File: src/rtl/ifetch_queue.sv
// Instruction prefetch queue: owns the fetch PC, issues word reads over req/ack,
// and buffers {pc, instr} pairs for decode as a first-word-fall-through FIFO.
module ifetch_queue #(
  parameter int unsigned DEPTH    = 4,
  parameter logic [31:0] RESET_PC = 32'h0000_0000
) (
  input  logic                     clk,
  input  logic                     rst,
  input  logic                     redirect,
  input  logic [31:0]              redirect_pc,
  output logic                     mem_req,
  output logic [31:0]              mem_addr,
  input  logic                     mem_ack,
  input  logic [31:0]              mem_rdata,
  output logic                     out_valid,
  output logic [31:0]              out_pc,
  output logic [31:0]              out_instr,
  input  logic                     out_ready,
  output logic [$clog2(DEPTH):0]   count
);

  localparam int unsigned PTR_W = $clog2(DEPTH);
  localparam int unsigned CNT_W = PTR_W + 1;

  typedef enum logic [1:0] {
    IDLE = 2'd0,
    WAIT = 2'd1,
    DROP = 2'd2
  } state_e;

  state_e             state_q, state_d;
  logic [31:0]        fetch_pc_q, fetch_pc_d;
  logic [31:0]        mem_addr_q, mem_addr_d;
  logic [PTR_W-1:0]   head_q, head_d;
  logic [PTR_W-1:0]   tail_q, tail_d;
  logic [CNT_W-1:0]   count_q, count_d;
  logic [31:0]        pc_mem_q    [DEPTH];
  logic [31:0]        instr_mem_q [DEPTH];

  logic               push;
  logic               pop;
  logic               has_space;

  assign out_valid = (count_q != '0);
  assign mem_req   = (state_q != IDLE);
  assign mem_addr  = mem_addr_q;
  assign count     = count_q;
  assign out_pc    = pc_mem_q[head_q];
  assign out_instr = instr_mem_q[head_q];

  // NOTE: every variable gets a default at the top of the block so no path
  // leaves it unassigned, which would otherwise infer a latch.
  always_comb begin
    push       = (state_q == WAIT) && mem_ack && !redirect;
    pop        = out_valid && out_ready && !redirect;
    count_d    = count_q + CNT_W'(push) - CNT_W'(pop);
    head_d     = head_q;
    tail_d     = tail_q;
    fetch_pc_d = fetch_pc_q;

    if (redirect) begin
      count_d    = '0;
      head_d     = '0;
      tail_d     = '0;
      fetch_pc_d = redirect_pc & 32'hFFFF_FFFC;
    end else begin
      if (push) begin
        tail_d     = tail_q + 1'b1;
        fetch_pc_d = fetch_pc_q + 32'd4;
      end
      if (pop) begin
        head_d = head_q + 1'b1;
      end
    end

    has_space = (count_d < CNT_W'(DEPTH));
  end

  always_comb begin
    state_d = state_q;
    unique case (state_q)
      IDLE: begin
        if (!redirect && has_space) state_d = WAIT;
      end
      WAIT: begin
        if (redirect)     state_d = mem_ack ? IDLE : DROP;
        else if (mem_ack) state_d = has_space ? WAIT : IDLE;
      end
      DROP: begin
        if (mem_ack) state_d = IDLE;
      end
      default: state_d = IDLE;
    endcase

    // An abandoned request must keep its address until the memory acks it.
    mem_addr_d = (state_d == DROP) ? mem_addr_q : fetch_pc_d;
  end

  // NOTE: state uses non-blocking assignments so every flop samples the
  // pre-edge values regardless of block evaluation order.
  always_ff @(posedge clk or negedge rst) begin
    if (!rst) begin
      state_q    <= IDLE;
      fetch_pc_q <= RESET_PC;
      mem_addr_q <= RESET_PC;
      head_q     <= '0;
      tail_q     <= '0;
      count_q    <= '0;
    end else begin
      state_q    <= state_d;
      fetch_pc_q <= fetch_pc_d;
      mem_addr_q <= mem_addr_d;
      head_q     <= head_d;
      tail_q     <= tail_d;
      count_q    <= count_d;
    end
  end

  // NOTE: entries are reset because out_pc/out_instr expose the head slot
  // even when empty and must read zero out of reset.
  always_ff @(posedge clk or negedge rst) begin
    if (!rst) begin
      for (int i = 0; i < DEPTH; i++) begin
        pc_mem_q[i]    <= '0;
        instr_mem_q[i] <= '0;
      end
    end else if (push) begin
      pc_mem_q[tail_q]    <= fetch_pc_q;
      instr_mem_q[tail_q] <= mem_rdata;
    end
  end

endmodule

File: config.mk
export PLATFORM = sky130hd
export DESIGN_NAME = ifetch_queue
export DESIGN_NICKNAME = d
export VERILOG_FILES = /design/src/rtl/ifetch_queue.sv
export SDC_FILE = /design/constraint.sdc
export NUM_CORES = 1
export LEC_CHECK = 0
export ABC_CLOCK_PERIOD_IN_PS = 2700
export BUFFER_PORTS_ARGS = -buffer_cell sky130_fd_sc_hd__buf_2
export CORE_UTILIZATION = 55
export DETAILED_ROUTE_END_ITERATION = 10
export HOLD_SLACK_MARGIN = 0.06
export PLACE_DENSITY = 0.73
export SKIP_LAST_GASP = 1
export SYNTH_ARGS = -nofsm -noshare
export SYNTH_HDL_FRONTEND = slang
export SYNTH_SLANG_ARGS = --single-unit
export TNS_END_PERCENT = 100
File: constraint.sdc
create_clock -name clk -period 2.7 [get_ports clk]
set_input_delay 0.54 -clock clk [delete_from_list [all_inputs] [get_ports clk]]
set_output_delay 0.54 -clock clk [all_outputs]
set_load 0.02 [all_outputs]
### After elaboration in Yosys (flattened, before gate mapping)

Index checks and enable logic that the tools add are counted.

| cells by class | value |
|---|---|
| bitwise gates (word level) | 2 |
| order comparisons | 4 |
| reduce and logical (&&, ||, !) cells | 12 |
| add/subtract/negate cells | 5 |
| equal/unequal tests | 3 |
| mux-type cells | 24 |

Operators with widths:

| cell | count |
|---|---|
| $bwmux W128 | 2 |
| $mux W32 | 7 |
| $bmux W32 S2 | 2 |
| $demux W32 S2 | 1 |
| $add A32 B3 Y32 const B | 1 |
| $mux W2 | 9 |
| $ge A3 B3 Y1 const B | 2 |
| $logic_and A1 B1 Y1 | 6 |
| $not A2 Y3 | 2 |
| $pmux W2 S3 | 1 |
| $reduce_bool A2 Y1 | 3 |
| $add A2 B1 Y2 const B | 2 |
| $eq A2 B2 Y1 const B | 2 |
| $add A3 B1 Y3 | 1 |
| $lt A3 B1 Y1 const B | 1 |
| $lt A3 B3 Y1 const B | 1 |
| $mux W3 | 1 |
| $reduce_bool A3 Y1 | 1 |
| $sub A3 B1 Y3 | 1 |
| $eq A2 B1 Y1 const B | 1 |
| $logic_not A2 Y1 | 1 |
| $logic_not A1 Y1 | 1 |
| $mux W1 | 1 |

| word-level totals | value |
|---|---|
| flip-flop bits (word level) | 329 |
| output and inout port bits | 101 |
| logic and storage cells | 64 |
| input bits | 69 |

### Depth between registers and ports, before layout

| logic depth | value |
|---|---|
| depth in word-level cells | 12 |
| depth in mapped cells | 13 |
| gate-level depth less buffers | 11 |

### Least setup slack after synthesis

No wires, ideal clock.

| timing | value |
|---|---|
| path type | input -> register |
| start point | input port redirect |
| end point | register state_q[0] |
| path buffers | 4 |
| cell stages on the path | 13 |
| slack | -201 ps |
| arrival | 2815 ps |
| data required time | 2614 ps |
| library setup time | 86 ps |
| cell sequence | buf_2 -> clkbuf_1 -> clkbuf_1 -> clkbuf_1 -> nor2_1 -> ha_1 -> inv_1 -> ha_1 -> inv_1 -> fa_1 -> xnor2_1 -> a21oi_1 -> nor3_1 |

| on the way | value |
|---|---|
| longest elaborated chain between the ends | 10 |
| elaborated cells on any way between the ends | 13 |
| those cells by class | add/sub: 2; order compare: 1; mux: 6; reduce/logical: 4 |

Ends and longest elaborated chain:

| item | RTL line | RTL |
|---|---|---|
| from (decl) | 9 | `input logic redirect,` |
| $logic_not A1 Y1 | 54, 55, 83 |  |
| $logic_and A1 B1 Y1 | 54 | `push = (state_q == WAIT) && mem_ack && !redirect;` |
| $add A3 B1 Y3 | 56 | `count_d = count_q + CNT_W'(push) - CNT_W'(pop);` |
| $sub A3 B1 Y3 | 56 |  |
| $mux W3 | 61 | `if (redirect) begin` |
| $lt A3 B3 Y1 | 76 | `has_space = (count_d < CNT_W'(DEPTH));` |
| $mux W1 | 87 | `else if (mem_ack) state_d = has_space ? WAIT : IDLE;` |
| $mux W2 | 87 |  |
| $mux W2 | 86 | `if (redirect) state_d = mem_ack ? IDLE : DROP;` |
| $pmux W2 S3 (*) | 81 | `unique case (state_q)` |
| named net state_d[0] | 31 | `state_e state_q, state_d;` |
| to (signal assigned) | 110 | `state_q <= state_d;` |
| to (decl) | 31 |  |

The timed path passes the listed nets; every way through them passes the cells marked *.
A chain may end at the register's enable or synchronous reset.

### Worst setup path in the final report

| timing | value |
|---|---|
| start point | register head_q[0] |
| end point | output port out_pc[17] |

| on the way | value |
|---|---|
| longest elaborated chain between the ends | 4 |

Ends and longest elaborated chain:

| item | RTL line | RTL |
|---|---|---|
| from (decl) | 34 | `logic [PTR_W-1:0] head_q, head_d;` |
| from (signal assigned) | 106 | `head_q <= '0;` |
| from (signal assigned) | 113 | `head_q <= head_d;` |
| $not A2 Y3 (implied by the code) | 48 | `assign out_pc = pc_mem_q[head_q];` |
| $bmux W32 S2 | 48 |  |
| $mux W32 (implied by the code) (2 in series) | 48 |  |
| to (decl) | 16 | `output logic [31:0] out_pc,` |

No other way between the ends. The select of a mux whose other input is x is not followed.

==> results.md <==
Routing:
- The wire length per cell after detailed routing is 20.4 µm.
- After detailed routing, the number of remaining DRC violations is 0.
- The number of detailed-routing iterations run before antenna repair is 4.
- The routed wire length is 31,400 µm.
- For this block, the via count after detailed routing is 8,890.
- In this run the remaining antenna-violating nets after routing total 0.
- The detailed router finished its first iteration with 516 violations.
- The number of vias per cell is 5.77.

Worst setup path:
- The startpoint of the worst register-to-register path is count[1].
- Measured in cells, the most critical reg-to-reg path has a length of 11.
- Setup slack on the worst reg-to-reg path comes out at 0.31 ns.
- The worst setup path is launched from a register.
- Along the worst path, the maximum fanout reaches 7.
- The delay of the slowest critical-path stage is 0.58 ns.
- The worst setup path is captured at an output pin.
- The destination of the worst register-to-register timing path is state_q[0].
- The arrival time reported for the critical path endpoint is 2.01 ns.
- The critical path goes through buf_4 > mux4_2 > buf_2.
- The slowest cell on the critical path is sky130_fd_sc_hd__mux4_2.
- The data required time at the worst endpoint is 2.16 ns.
- The setup path with the least slack is of type register to output pin.

CTS:
- The CTS tree is yes.
- In this run the deepest clock path goes through 3 buffers.
- The cell at the root of the clock tree is sky130_fd_sc_hd__clkbuf_16.
- The clock-pin transition on the worst setup and hold timing paths is 0.06 ns.
- TritonCTS created 35 clock buffers.
- The H-tree was split into 2 levels.
- The clock latency reported for the late side of the worst-skew pair is 0.51 ns.
- The number of sinks handled by clock tree synthesis is 329.

Global route:
- Entering global routing, the biggest net connects 80 pins.
- The via count of the first global-routing pass is 9,365.
- The total grt overflow is 0.
- The number of antenna violations at the first check in global routing was 0.
- The first global-routing pass estimated 50,100 µm of wire.
- The global-route usage over all layers is 24.1%.

STA:
- The final period utilization is 94.5%.
- Subtracting the final worst setup slack from the clock period gives 2.55 ns.
- Setup total negative slack on the finished layout was measured at 0 ns.
- The number of max-slew violations in the final report is 0.
- Based on the critical path, the design can be clocked at up to 392 MHz.
- Setup violations remaining at the end of the flow were counted as 0.
- The transition time of the tightest slew-check pin is 0.683 ns.
- The final worst setup slack is 0.148 ns.
- Setup repair after global routing left no endpoint under its margin.
- The relative slew slack is 54.5%.
- The final hold violation count is 0.
- The clock skew is 0.0182 ns.

Power and ir drop:
- The power density relative to cell area is 990 nW/µm².
- The worst supply voltage drop on vdd is 0.760 mV.
- The leakage power total is 0.00824 µW.

Cells and area:
- The area growth from synthesis to layout is 18.7%.
- After filler insertion, the fill cell instance count of the layout stands at 1,901.
- The number of antenna diodes in the final layout is 0.
- The top cell types in the final layout, fill and taps aside, are sky130_fd_sc_hd__dfrtp_1 (327), sky130_fd_sc_hd__mux2_2 (256), sky130_fd_sc_hd__buf_2 (166), sky130_fd_sc_hd__mux4_2 (64), sky130_fd_sc_hd__nand2_1 (59).
- The number of nets in the final layout is 1,260.
- Measured on the finished design, the core utilization comes to 66.4%.
- The fraction of final layout cells with drive strength greater than 1 is 50.0%.
- The library cell used most frequently in the layout, excluding fill and tap cells, is sky130_fd_sc_hd__dfrtp_1.

Logic synthesis:
- The fraction of post-synthesis cell area in the top cell type by area is 56.7%.
- The number of warnings printed during yosys synthesis is 0.
- Counting flops with an async set or reset pin after synthesis yields a share of 100%.
- By area, the combinational part of the netlist is dominated by multiplexers.
- The cell count after synthesis came out at 1,001.
- Of the synthesized area, sequential elements account for 56.7%.
- The average instance area after synthesis is 14.5 µm².
- Synthesis produced a netlist with a net count of 1,078.
- The number of enable-type register cells in the synthesized netlist is 0.
- In the post-synthesis netlist, the biggest area contributors are sky130_fd_sc_hd__dfrtp_1 (57%), sky130_fd_sc_hd__mux2_2 (20%), sky130_fd_sc_hd__mux4_2 (9.9%).
- The synthesized netlist devotes 0.740% of its cell area to adder and majority cells.
- Counting distinct cell types in the post-synthesis netlist gives 50.
- The largest total area in the synthesized netlist belongs to sky130_fd_sc_hd__dfrtp_1.
- The summed instance area of the synthesized netlist is 14,500 µm².
- The count of state elements after synthesis is 329.
- The share of the synthesized area in compound gates (AO/OA/AOI/OAI) is 2.96%.
- The flip-flop cell with the highest count after synthesis is sky130_fd_sc_hd__dfrtp_1.
- After Yosys synthesis, and, or, nand and nor cells account for 5.87% of the synthesized area.
- The multiplexer share of the synthesized area is 29.9%.
- After Yosys synthesis, XOR and XNOR cells account for 1.69% of the synthesized area.

Placed design:
- The total half-perimeter wirelength after legalization and detailed placement is 20,800 µm.
- The last weighted congestion value of the routability-driven placer is 0.807.
- OpenSTA, run right after detailed placement, puts the worst setup slack at 0.302 ns.
- Port buffering added 167 buffers.

Floorplan:
- Once the floorplan was initialized, standard cells occupied 55.9% of the core.
- After floorplanning, the core was divided into 59 placement rows.
- During I/O placement, the number of pins put on the boundary was 170.
- The horizontal die dimension is 165 µm.
- Measured along the y axis, the die boundary spans 165 µm.
- The core outline area is 26,000 µm².
- The floorplan step defined a die boundary enclosing 27,100 µm².

Min path:
- The min-delay analysis places its worst path in the category primary input to register.
- In this run the most critical hold path is launched from redirect_pc[16].
- The worst hold path was traced through 3 stages.
- The worst hold path terminates at fetch_pc_q[16].

Flow run:
- Max-cap violations in this run came to 0.

Status:
- The flow ran to the end, and the final reports show no timing, DRC or antenna violations.
report_power, final:
group | switching, µW | internal (µW)
Combinational | 2800 | 2740
Sequential | 726 | 6170
Clock | 1860 | 2780
per-layer routing:
metal,wire length (µm),track usage (%)
met5,0,0
met4,579,6.59
met3,1650,4.75
met2,15600,40.5
met1,13500,31.9
cell usage after synthesis (2+ instances only):
cell / instances
sky130_fd_sc_hd__clkbuf_1: 22
sky130_fd_sc_hd__o31ai_1: 2
sky130_fd_sc_hd__nor2_1: 31
sky130_fd_sc_hd__buf_1: 32
sky130_fd_sc_hd__or2_2: 2
sky130_fd_sc_hd__nand3_1: 16
sky130_fd_sc_hd__nand2_1: 63
sky130_fd_sc_hd__a31oi_1: 2
sky130_fd_sc_hd__o21ai_0: 33
sky130_fd_sc_hd__mux4_2: 64
sky130_fd_sc_hd__xnor2_1: 17
sky130_fd_sc_hd__nand3b_1: 2
sky130_fd_sc_hd__buf_2: 12
sky130_fd_sc_hd__mux2_2: 256
sky130_fd_sc_hd__or3_1: 2
sky130_fd_sc_hd__nor3_1: 11
sky130_fd_sc_hd__ha_1: 7
sky130_fd_sc_hd__nand4_1: 10
sky130_fd_sc_hd__a21oi_1: 13
sky130_fd_sc_hd__nor4_1: 5
sky130_fd_sc_hd__a221o_1: 8
sky130_fd_sc_hd__mux2i_1: 2
sky130_fd_sc_hd__xor2_1: 11
sky130_fd_sc_hd__nor2b_1: 3
sky130_fd_sc_hd__a221oi_2: 2
sky130_fd_sc_hd__and3_1: 10
sky130_fd_sc_hd__dfrtp_1: 329
sky130_fd_sc_hd__a21o_1: 2
sky130_fd_sc_hd__inv_1: 11
layout make-up:
class	instances	area (µm²)	area share, %
multi-input cells	592	6010	34.8
well taps	335	419	2.43
clock buffers	51	1050	6.08
flip-flops and latches	329	8240	47.7
repair buffers	212	1420	8.25
clock inverters	8	65.1	0.377
inverters	13	51.3	0.297
registers in the layout, summed over array words and instances (netlist names):
signal and cells:
head_q 2, fetch_pc_q 32, count 3, pc_mem_q 128
mem_addr 32, instr_mem_q 128, state_q 2, tail_q 2
repair_timing:
action | in CTS | in global routing
resized for setup | 0 | 0
hold buffers | 1 | 0
setup buffers | 3 | 0
hold endpoints to repair | 17 | 0
endpoints found under the setup margin | 29 | 0
worst max path at each step:
stage	slack, ns	cells past startpoint	end	start
final	0.15	3	out_pc[17]	head_q[0]
after global routing	0.07	3	out_pc[17]	head_q[0]
after floorplan	0.05	13	state_q[0]	redirect
after detailed placement	0.30	11	state_q[0]	count[1]
after CTS	0.11	3	out_pc[9]	head_q[0]
after global placement	0.34	11	state_q[0]	count[1]
worst max-delay path, delay by kind of cell, from the launching register on:
family | cells | cell delay (ns)
DFF | 1 | 0.51
muxes | 1 | 0.58
buffers and inverters | 2 | 0.42
cell families after synthesis:
kind of cell    count (synthesis)
compound gates                 66
xor+xnor                       28
simple gates                  168
mux                           322
fa+ha+maj                       8
buf+inv                        80
flops                         329
through the flow:
stage               hold WS (ns)  power, µW  instances  cell area [µm²]
detailed placement         0.468      12500       1477            16100
global route               0.265      18000       1540            17300
global placement           0.458      12400       1477            16100
finish                     0.258      17100       1540            17300
CTS                        0.239      17300       1540            17300
floorplan                  0.244      10600       1001            14500
Note: power is estimated with default switching activity, not from simulation.
